`src/rtl/pc_fetch_ctrl.sv`:
```
// pc_fetch_ctrl
//   Program-counter register and fetch sequencer. It drives pc_out to the
//   external incrementer and to the instruction-memory address port. It takes
//   pc_out + 4 back on incr_in as the sequential next PC.
//   The target is chosen from sequential, branch, jump or exception vector.
//   Every redirect inserts one bubble cycle before the target is fetched.
//
// Ports
//   clk, reset     rising-edge clock, synchronous active-high reset
//   incr_in        pc_out + 4 from the external incrementer
//   stall          downstream stall, blocks fetch acceptance
//   branch_taken   branch redirect request, with branch_target
//   jump           jump redirect request, with jump_target (wins over branch)
//   imem_ready     instruction memory can take the address this cycle
//   pc_out         current PC / fetch address
//   fetch_valid    pc_out is a valid fetch request
//   misalign       sticky: a misaligned redirect target was trapped
//   fetch_count    accepted-fetch counter, wraps silently
module pc_fetch_ctrl #(
   parameter int               WIDTH      = 32,
   parameter logic [WIDTH-1:0] RESET_PC   = '0,
   parameter logic [WIDTH-1:0] EXC_VECTOR = 'h80
) (
   input  logic             clk,
   input  logic             reset,
   input  logic [WIDTH-1:0] incr_in,
   input  logic             stall,
   input  logic             branch_taken,
   input  logic [WIDTH-1:0] branch_target,
   input  logic             jump,
   input  logic [WIDTH-1:0] jump_target,
   input  logic             imem_ready,
   output logic [WIDTH-1:0] pc_out,
   output logic             fetch_valid,
   output logic             misalign,
   output logic [15:0]      fetch_count
);

   typedef enum logic [1:0] {
      IDLE   = 2'd0,
      RUN    = 2'd1,
      BUBBLE = 2'd2
   } state_t;

   state_t           state, next_state;
   logic [WIDTH-1:0] next_pc;
   logic             next_misalign;
   logic [15:0]      next_count;

   logic             redirect;
   logic [WIDTH-1:0] target;
   logic             accept;

   assign redirect = jump | branch_taken;
   // jump has priority; a simultaneous branch is dropped
   assign target   = jump ? jump_target : branch_target;

   // Only the state decides fetch_valid. stall and imem_ready only gate
   // acceptance. BUBBLE is never valid, so no fetch is accepted during it.
   assign fetch_valid = (state == RUN);
   assign accept      = fetch_valid & imem_ready & ~stall;

   always_ff @(posedge clk) begin
      if (reset) begin
         state       <= IDLE;
         pc_out      <= RESET_PC;
         misalign    <= 1'b0;
         fetch_count <= 16'h0000;
      end else begin
         state       <= next_state;
         pc_out      <= next_pc;
         misalign    <= next_misalign;
         fetch_count <= next_count;
      end
   end

   always_comb begin
      next_state    = state;
      next_pc       = pc_out;
      next_misalign = misalign;
      next_count    = fetch_count;
      case (state)
         // IDLE ignores redirects and always moves on to RUN
         IDLE: next_state = RUN;
         RUN, BUBBLE: begin
            if (redirect) begin
               // A redirect overrides stall/imem_ready and any fetch in the
               // same cycle. In BUBBLE the newer target replaces the pending one.
               next_state = BUBBLE;
               if (target[1:0] != 2'b00) begin
                  next_pc       = EXC_VECTOR;
                  next_misalign = 1'b1;
               end else begin
                  next_pc = target;
               end
            end else if (accept) begin
               next_pc    = incr_in;
               next_count = fetch_count + 16'd1;
            end else begin
               // RUN holds while blocked. BUBBLE already holds the target,
               // so it goes to RUN.
               next_state = RUN;
            end
         end
         default: next_state = IDLE;
      endcase
   end

endmodule
```
`config.mk`:
```
export PLATFORM = sky130hd
export DESIGN_NAME = pc_fetch_ctrl
export DESIGN_NICKNAME = d
export VERILOG_FILES = /design/src/rtl/pc_fetch_ctrl.sv
export SDC_FILE = /design/constraint.sdc
export NUM_CORES = 1
export LEC_CHECK = 0
export BUFFER_PORTS_ARGS = -buffer_cell sky130_fd_sc_hd__buf_2
export CAP_MARGIN = 0
export CORE_MARGIN = 2
export CORE_UTILIZATION = 43
export CTS_CLUSTER_DIAMETER = 60
export DETAILED_ROUTE_END_ITERATION = 7
export PLACE_DENSITY = 0.8
export SYNTH_ARGS = -nofsm -noshare
export SYNTH_HDL_FRONTEND = slang
export SYNTH_SLANG_ARGS = --single-unit
```
`constraint.sdc`:
```
create_clock -name clk -period 3.31 [get_ports clk]
set_clock_uncertainty 0.15 [all_clocks]
set_input_delay 0.1655 -clock clk [delete_from_list [all_inputs] [get_ports clk]]
set_output_delay 0.1655 -clock clk [all_outputs]
set_load 0.02 [all_outputs]
```
==> results.json <==
{
  "die_area_um2": 6530,
  "area_growth_pct": 36.8,
  "path_max_fanout": 9,
  "synth.avg_cell_area_um2": 8.34,
  "critPathKind": "reg2reg",
  "drc_errors": 0,
  "syn_area_um2": 2540,
  "grt_max_degree": 52,
  "rsz0062_at_grt": "no",
  "diodes": 0,
  "vias": 2944,
  "min-delay-path-class": "in2reg",
  "grt_pass1_vias": 2583,
  "synthArstFlopShare_pct": 0,
  "synthFlopType": "dfxtp_1",
  "insertion_delay_ps": 300,
  "dpl.hpwl_um": 5570,
  "cp.arrival_ps": 2640,
  "ys_seq_area_share_pct": 40.3,
  "dp_slack_ps": 770,
  "fin_crit_ps": 2560,
  "yosys_register_bits": 51,
  "antenna_found_initial": 0,
  "rrSetupSlack_ps": 750,
  "netlist_instances": 304,
  "fill_cells": 534,
  "final_antenna_net_count": 0,
  "fin_area_um2": 3470,
  "leakagePower_nw": 1.54,
  "numCtsBuffers": 5,
  "endpoint_kind": "flop",
  "wirelength_um": 7510,
  "worstPathCellList": "inv_1 -> ha_1 -> or3b_4 -> or3_1 -> or4_1 -> a21oi_1",
  "critPathLaunchType": "flop",
  "htreeDepth": 2,
  "critPathSlowestCell": "or4_1",
  "nNetsFinal": 550,
  "yosysWarnings": 0,
  "slew_violations": 0,
  "grt_usage_pct": 21.8,
  "synthesis.nets": 410,
  "gp_congestion": 0.837,
  "cp_slowest_stage_delay_ps": 530,
  "overflow": 0,
  "finalSetupTns_ps": 0,
  "initial_core_util_pct": 45.2,
  "synth_area_leader_cell": "dfxtp_1",
  "clkSlewWorstSetupHoldPaths_ps": 90,
  "seq_area_um2": 1020,
  "drive_gt1_share_pct": 38.7,
  "maxSlewHeadroom_pct": 39.3,
  "multiInputGateArea_um2": 1410,
  "rows": 27,
  "synth_edf_count": 0,
  "yosys.area.top_type_share_pct": 40.3,
  "die_x_um": 80.8,
  "grt_pass1_wl_um": 11300,
  "viasPerCell": 5.69,
  "die_y_um": 80.8,
  "reg2regPathDepth": 6,
  "power_density_nw_per_um2": 499,
  "ir_worst_vdd_uv": 233,
  "min_to": "pc_out[12]",
  "ios": 152,
  "setup_viol": 0,
  "holdPathStages": 3,
  "min_from": "incr_in[12]",
  "r2r_start": "state[0]",
  "cts_tree": "done",
  "maxCapViolCount": 0,
  "core_um2": 5610,
  "cts_sinks": 51,
  "synth_most_common_cell": "dfxtp_1",
  "fmax_mhz": 390,
  "r2r_end": "fetch_count[13]",
  "ys_types": 37,
  "netlist_top_cells_count": "dfxtp_1 (51), nor2_1 (46), clkbuf_1 (26)",
  "critPathLaunch": "state[0]",
  "routedWlPerCell_um": 14.5,
  "yosys-top-cells-area": "dfxtp_1 (40%), nor2_1 (6.8%), a22o_1 (6.2%)",
  "cp.required_ps": 3390,
  "port_buffers": 151,
  "status": "finished clean",
  "hold_violations": 0,
  "placed_area_um2": 3350,
  "worstMarginPinSlew_ps": 910,
  "firstDrtPassIters": 5,
  "cts_buffer_depth": 2,
  "final.setup.worst_slack_ps": 746,
  "fin_crit_sh_pct": 77.5,
  "cts-root-buf": "clkbuf_8",
  "drt_iter0_markers": 168
}
placed cells by master, fill, tap and decap left out, types with 4 or more instances in the layout:
master,n
a211oi_1,11
a21oi_1,11
a222oi_1,11
a22o_1,18
a311oi_1,18
buf_2,151
buf_4,8
clkbuf_8,7
dfxtp_1,51
ha_1,4
inv_1,4
nand2_1,24
nand2b_1,4
nand3_1,6
nor2_1,45
o21ai_0,21
o31ai_1,5
or4_1,5
xor2_1,5
final cells by class:
type / instances / share of cell area (%)
multi-input combinational: 221 / 40.5
tap: 72 / 2.60
timing repair buffer: 161 / 24.1
sequential: 51 / 29.4
clock buffer: 8 / 2.89
inverter: 4 / 0.433
worst max-delay path: cells and delay by family, from the launching register on:
family	cells	cell delay, ps
buffers and inverters	1	60
adder cells (fa/ha/maj)	1	290
flip-flops	1	390
AO/OA/AOI/OAI	1	160
AND/OR/NAND/NOR	3	1440
logic make-up (layout without fill, tap and decap cells):
logic type      Yosys count  after routing  synth area share (%)
buf+inv                  32            173                  4.83
compound gates          101            101                  29.7
flops                    51             51                  40.3
simple gates            108            108                  20.5
fa+ha+maj                 4              4                  1.97
xor+xnor                  8              8                  2.76
registers in the layout (all words and copies together) (netlist names):
register / count
fetch_count: 16
misalign: 1
pc_out: 32
state: 2
worst max path at each step:
stage | endpoint | slack [ps] | depth (start not counted)
6_report | fetch_count[13] | 750 | 6
5_1_grt | fetch_count[13] | 610 | 6
4_1_cts | fetch_count[13] | 730 | 6
3_5_place_dp | fetch_count[13] | 770 | 6
3_3_place_gp | fetch_count[15] | 850 | 6
2_1_floorplan | fetch_count[13] | 830 | 7
power by group:
part           leakage [nW]  internal (mW)  total [mW]  switching, mW
sequential            0.417          0.705       0.751         0.0456
clock                0.0515          0.191       0.388          0.197
combinational          1.07          0.231       0.591          0.360
per-stage QoR:
stage               instances  util, %  hold slack (ps)  total power [mW]
global placement          507     59.7              269              1.34
CTS                       517     61.8             65.8              1.74
finish                    517     61.8             69.2              1.73
detailed placement        507     59.7              292              1.36
global route              517     61.8             75.7              1.82
floorplan                 304        -              178              1.14
metal layers:
metal	track usage, %	routed length [µm]	part of all wire [%]
met5	0	0	0
met4	8.64	211	2.8
met3	4.89	478	6.4
met2	38.5	3780	50
met1	25.7	3040	40
timing repair:
action | 4_1_cts | 5_1_grt
hold endpoints to repair | 2 | 0
hold buffers | 2 | 0
resized for setup | 0 | 0
setup buffers | 0 | 0
endpoints found under the setup margin | 0 | 0
(Power assumes the default switching activity.)
